--- config.mk ---
export PLATFORM = sky130hd
export DESIGN_NAME = if_fetch_queue
export DESIGN_NICKNAME = d
export VERILOG_FILES = /design/src/rtl/if_fetch_queue.sv
export SDC_FILE = /design/constraint.sdc
export NUM_CORES = 1
export LEC_CHECK = 0
export BUFFER_PORTS_ARGS = -buffer_cell sky130_fd_sc_hd__buf_2
export CAP_MARGIN = 20
export CORE_UTILIZATION = 52
export DETAILED_ROUTE_END_ITERATION = 10
export GPL_TIMING_DRIVEN = 0
export PLACE_DENSITY = 0.9
export SETUP_SLACK_MARGIN = 0.3
export SLEW_MARGIN = 5
export SYNTH_ARGS = -nofsm -noshare
export SYNTH_HDL_FRONTEND = slang
export SYNTH_SLANG_ARGS = --single-unit
--- constraint.sdc ---
create_clock -name clk -period 3.6 [get_ports clk]
set_clock_uncertainty 0.05 [all_clocks]
set_input_delay 0.72 -clock clk [delete_from_list [all_inputs] [get_ports clk]]
set_output_delay 0.72 -clock clk [all_outputs]
set_load 0.02 [all_outputs]
--- src/rtl/if_fetch_queue.sv ---
// if_fetch_queue: issues pc_in to a one-cycle-latency imem, queues {pc, inst} for decode, holds the PC gen when full.
module if_fetch_queue #(
    parameter int PC_WIDTH   = 12,
    parameter int INST_WIDTH = 32,
    parameter int DEPTH      = 2
) (
    input  logic                  clk,
    input  logic                  rst,
    input  logic [PC_WIDTH-1:0]   pc_in,
    input  logic                  flush,
    output logic                  fetch_hold,
    output logic                  imem_en,
    output logic [PC_WIDTH-1:0]   imem_addr,
    input  logic [INST_WIDTH-1:0] imem_rdata,
    output logic                  inst_valid,
    output logic [INST_WIDTH-1:0] inst,
    output logic [PC_WIDTH-1:0]   inst_pc,
    input  logic                  inst_ready
);
    localparam int CW = $clog2(DEPTH + 1);
    localparam int OW = CW + 1;
    localparam int AW = $clog2(DEPTH);
    logic [PC_WIDTH-1:0]   pc_mem_q   [DEPTH];
    logic [PC_WIDTH-1:0]   pc_mem_d   [DEPTH];
    logic [INST_WIDTH-1:0] inst_mem_q [DEPTH];
    logic [INST_WIDTH-1:0] inst_mem_d [DEPTH];
    logic [AW-1:0]         rd_ptr_q, rd_ptr_d, wr_ptr_q, wr_ptr_d;
    logic [CW-1:0]         count_q, count_d;
    logic                  if_vld_q, if_vld_d;
    logic [PC_WIDTH-1:0]   if_pc_q, if_pc_d;
    logic                  pop, push;
    logic [OW-1:0]         occ;
    // The in-flight request counts against capacity so its returning word always has a slot.
    always_comb begin
        inst_valid = !rst && !flush && (count_q != '0);
        pop        = inst_valid && inst_ready;
        push       = if_vld_q && !flush;
        occ        = OW'(count_q) + OW'(if_vld_q);
        fetch_hold = !rst && !flush && ((occ - OW'(pop)) >= OW'(DEPTH));
        imem_en    = !rst && !flush && !fetch_hold;
        imem_addr  = pc_in;
        inst       = inst_mem_q[rd_ptr_q];
        inst_pc    = pc_mem_q[rd_ptr_q];
    end
    always_comb begin
        if_vld_d   = imem_en;
        if_pc_d    = pc_in;
        pc_mem_d   = pc_mem_q;
        inst_mem_d = inst_mem_q;
        if (push) begin
            pc_mem_d[wr_ptr_q]   = if_pc_q;
            inst_mem_d[wr_ptr_q] = imem_rdata;
        end
        rd_ptr_d = flush ? '0 : rd_ptr_q + AW'(pop);
        wr_ptr_d = flush ? '0 : wr_ptr_q + AW'(push);
        count_d  = flush ? '0 : count_q + CW'(push) - CW'(pop);
    end
    always_ff @(posedge clk) begin
        if (rst) begin
            rd_ptr_q <= '0;
            wr_ptr_q <= '0;
            count_q  <= '0;
            if_vld_q <= 1'b0;
            if_pc_q  <= '0;
        end else begin
            rd_ptr_q <= rd_ptr_d;
            wr_ptr_q <= wr_ptr_d;
            count_q  <= count_d;
            if_vld_q <= if_vld_d;
            if_pc_q  <= if_pc_d;
        end
        pc_mem_q   <= pc_mem_d;
        inst_mem_q <= inst_mem_d;
    end
endmodule
Word-level counts from Yosys, hierarchy flattened
Index checks and enable logic that the tools add are counted.
{"block": "op_classes", "shift": 0, "n_eq_ne": 0, "n_reduce_logical": 12, "mux": 12, "bitwise_logic": 2, "div": 0, "n_addsub": 6, "magnitude_cmp": 4, "n_mul": 0}
{"operator": "$mux 32", "n": 4}
{"operator": "$bwmux 64", "n": 1}
{"operator": "$mux 12", "n": 4}
{"operator": "$demux 32 s1", "n": 1}
{"operator": "$bwmux 24", "n": 1}
{"operator": "$demux 12 s1", "n": 1}
{"operator": "$logic_and 1x1->1", "n": 7}
{"operator": "$ge 2x2->1 const B", "n": 2}
{"operator": "$not 1->2", "n": 2}
{"operator": "$add 2x1->3", "n": 1}
{"operator": "$ge 3x2->1 const B", "n": 1}
{"operator": "$logic_not 1->1", "n": 3}
{"operator": "$sub 3x1->3", "n": 1}
{"operator": "$add 1x1->1", "n": 2}
{"operator": "$add 2x1->2", "n": 1}
{"operator": "$lt 2x1->1 const B", "n": 1}
{"operator": "$reduce_bool 2->1", "n": 1}
{"operator": "$reduce_or 2->1", "n": 1}
{"operator": "$sub 2x1->2", "n": 1}
{"block": "word_totals", "memories": 0, "mem_bits_rw": 0, "latchBits": 0, "output_inout_bits": 59, "in_bits": 48, "wordCells": 45, "regBits": 105, "romBits": 0}

Logic depth before layout (Yosys ltp)
{"block": "depth", "ltp_word": 9, "mapped_depth": 8, "depth_no_buf": 7}

Worst setup path before layout
Ideal clock, no wire load.
{"block": "synth_path", "path_kind": "input port to output port", "startpoint": "input port rst", "endpoint": "output port imem_en", "required_ps": 2830, "n_path_buf": 1, "arrival_ps": 2682, "stages": 8, "slack_ps": 148, "path_cell_list": "or2_1 buf_6 nor3b_2 ha_1 nand2b_1 fa_1 inv_1 nor3_1"}
{"block": "synth_between", "elab_chain_len": 9}
{"item": "from (decl)", "line_no": "8", "source": "input logic rst,"}
{"item": "$logic_not 1->1 *", "line_no": "35, 39, 40"}
{"item": "$logic_and 1x1->1 *", "line_no": "35, 39, 40"}
{"item": "$logic_and 1x1->1", "line_no": "35", "source": "inst_valid = !rst && !flush && (count_q != '0);"}
{"item": "$logic_and 1x1->1", "line_no": "36", "source": "pop = inst_valid && inst_ready;"}
{"item": "$sub 3x1->3", "line_no": "39", "source": "fetch_hold = !rst && !flush && ((occ - OW'(pop)) >= OW'(DEPTH));"}
{"item": "$ge 3x2->1", "line_no": "39"}
{"item": "$logic_and 1x1->1", "line_no": "39"}
{"item": "$logic_not 1->1", "line_no": "40", "source": "imem_en = !rst && !flush && !fetch_hold;"}
{"item": "$logic_and 1x1->1 *", "line_no": "40"}
{"item": "to (decl)", "line_no": "12", "source": "output logic imem_en,"}
Mark *: on every way between the ends. The rest lies on a longest branch, timed or not.

Worst setup path after layout
{"block": "layout_path", "startpoint": "input port flush", "endpoint": "output port fetch_hold"}
{"block": "layout_between", "elab_chain_len": 7}
{"item": "from (decl)", "line_no": "10", "source": "input logic flush,"}
{"item": "$logic_not 1->1 *", "line_no": "35, 39"}
{"item": "$logic_and 1x1->1 *", "line_no": "35, 39"}
{"item": "$logic_and 1x1->1", "line_no": "35"}
{"item": "$logic_and 1x1->1", "line_no": "36"}
{"item": "$sub 3x1->3", "line_no": "39"}
{"item": "$ge 3x2->1", "line_no": "39"}
{"item": "$logic_and 1x1->1 *", "line_no": "39"}
{"item": "to (decl)", "line_no": "11", "source": "output logic fetch_hold,"}
Marks and branches as above.

==> run summary <==
Synth top area share: 66.6%
endpoints failing setup: 0
critical path class: in -> out
syn nets: 264
Worst VDD drop: 0.000237 V
I/O pin count: 107
commonest cells in the netlist: edfxtp_1, mux2_2, dfxtp_1
GRT Total Usage: 15.6%
initial antenna violation count: 0
share of cells above drive strength 1: 60.1%
Buffers on Ports: 106
max-cap check violation count: 0
CP Cell Sequence: buf_6 > or2_1 > buf_6 > nor3b_4 > ha_1 > nand2b_4 > fa_2 > inv_2 > o21ba_4 > buf_6
Setup TNS: 0 ps
first-pass GRT wire length: 8920 um
Reg clk slew, reported paths: 100 ps
Area Growth Syn to Fin: 25.1%
DRC Markers: 0
Netlist cell types: 22
vias in the first global route: 1957
R2R setup slack: 1490 ps
NumNets Final: 390
reg2reg path depth: 7
dpl ws: -53.6 ps
number of stages on the worst hold path: 0
Core ar.: 0.00733 sq mm
DRT iter0 DRCs: 61
Startpoint Class: input pin
final antenna-violating net count: 0
final worst slack: 149 ps
Post-synth EDFFs: 88
total leakage power: 1.95 nW
vias per std cell: 4.72
sequential area share after synthesis: 75.2%
period utilization: 95.9%
Worst R2R End: if_vld_q
unrepaired setup endpoints after global routing: true
Switching Share: 22.1%
CTS max path bufs: 2
Synth Flop Type: edfxtp_1
Switch Pwr: 0.000475 W
worst hold path class: reg -> reg
Die ar.: 0.00799 sq mm
Synth area leaders: edfxtp_1, mux2_2, dfxtp_1
Fin. Hold Viols: 0
Antenna Diode Count: 0
Crit path largest cell delay: 540 ps
global route overflow: 0
Syn. warnings: 0
P per Cell Area: 432 mW/mm^2
sequential share of power: 62.9%
Clock Tree Root: clkbuf_8
Avg WL per Cell: 14.5 um
largest net degree at the start of global routing: 25
Slew Limit Fails: 0
Critical Path End Type: primary output
Async S/R FF share, synth: 0%
gpl congestion: 0.665
Comb pwr share: 6.9%
Detailed Routing Iterations Pass 1: 4
Slew @ Worst Pin: 568 ps
Die W: 89.4 um
Clock power frac: 30.2%
Critical Path Fanout Max: 3
mapped cell area: 0.00397 sq mm
worst skew pair latency: 340 ps
Via Count: 2077
Post-Synthesis Cells: 210
CTS tree: done
cell row count: 31
synthesized flop and latch total: 105
status: complete, no violations
Die Y: 89.4 um
Initial Util: 54.1%
clk sinks: 105
synthesized area per cell: 18.9 sq um
DP Wirelength: 4340 um
TritonCTS Buffers: 9
CP dominant cell by count: buf_6
WP data required: 2830 ps
launching point of the worst reg2reg path: count_q[1]
Hold Path End: pc_mem_q[8]
CTS Hold Bufs: 0
fmax: 0.290 GHz
H-tree levels: 3
count leader, synth: edfxtp_1
Max-slew headroom: 62.2%
drt total wl: 6370 um
crit path DAT: 2680 ps
CP max stage cell: fa_2
Int Pwr: 0.00167 W
area leader, netlist: edfxtp_1
Tmin final: 3450 ps
HP Start: if_pc_q[8]
==> flip-flops by register name, summed over array words and instances, names as in the netlist <==
register / cells
inst_mem_q: 64
pc_mem_q: 24
if_pc_q: 12
count_q: 2
if_vld_q: 1
rd_ptr_q: 1
wr_ptr_q: 1
==> layout make-up <==
class | count | area (sq um)
sequential | 105 | 2980
fill | 498 | 2360
multi-input combinational | 80 | 847
timing repair buffer | 115 | 648
buffer | 19 | 161
clock buffer | 9 | 124
tap | 99 | 124
clock inverter | 7 | 55.1
inverter | 6 | 22.5
==> power by group through the flow <==
| stage | combinational (W) | clock, W | sequential (W) |
|---|---|---|---|
| global placement | 0.000134 | 0 | 0.00138 |
| CTS | 0.000148 | 0.000664 | 0.00135 |
| detailed placement | 0.000142 | 0 | 0.00138 |
| floorplan | 0.0000800 | 0 | 0.00138 |
| global route | 0.000161 | 0.000710 | 0.00135 |
| finish | 0.000149 | 0.000647 | 0.00135 |
==> critical path: cells and delay by family <==
kind | cells | cell delay (ps)
adders and majority gates | 2 | 800
AOI/OAI and AO/OA | 1 | 210
buffers and inverters | 4 | 380
and+or+nand+nor | 3 | 560
==> stage by stage <==
step | hold WS, ps | power (W) | instances | util (%) | area (sq um)
2_1_floorplan | 354 | 0.00146 | 210 | - | 3970
3_3_place_gp | 354 | 0.00151 | 415 | 63.1 | 4630
3_5_place_dp | 362 | 0.00152 | 417 | 63.7 | 4670
4_1_cts | 378 | 0.00216 | 437 | 67.2 | 4930
5_1_grt | 392 | 0.00222 | 440 | 67.7 | 4970
6_report | 385 | 0.00215 | 440 | 67.7 | 4970
==> worst max-delay path by stage <==
stage	start	end
after floorplan	rst	imem_en
after global placement	rst	fetch_hold
after detailed placement	rst	fetch_hold
after CTS	flush	fetch_hold
after global routing	flush	imem_en
final	flush	fetch_hold
==> logic make-up after synthesis <==
family	share of synthesized area, %
xor gates and xnor gates	0.788
muxes	13.0
and+or+nand+nor	3.85
buffers and inverters	4.63
DFF	75.2
AOI/OAI and AO/OA	0.536
adders and majority gates	2.08
==> repair_timing <==
item,in CTS,in global routing
pin swaps,6,5
setup buffers,4,3
gates resized for setup,11,3
endpoints found under the hold margin,0,0
setup endpoints to repair,2,2
==> per-layer routing <==
layer | routed length, um | vias to the layer above | GRT usage, %
met1 | 2510 | 977 | 17.1
met3 | 346 | 9 | 3.88
met2 | 3440 | 74 | 28.7
li1 | - | 1017 | -
met5 | 0 | - | 0
met4 | 87 | 0 | 6.78
==> cell usage in the layout (no fill, tap or decap), drive strengths merged <==
cell and count:
o21ai 1, clkinvlp 1, nand2b 2, nor2 5, and2b 2, nor2b 10
buf 133, ha 5, nor3 3, dfxtp 17, mux2 45, inv 8
nor3b 2, o21ba 1, xor2 1, or2 1, fa 1, xnor3 1
edfxtp 88, clkbuf 10, clkinv 4
Power figures use the tool's default switching activity.
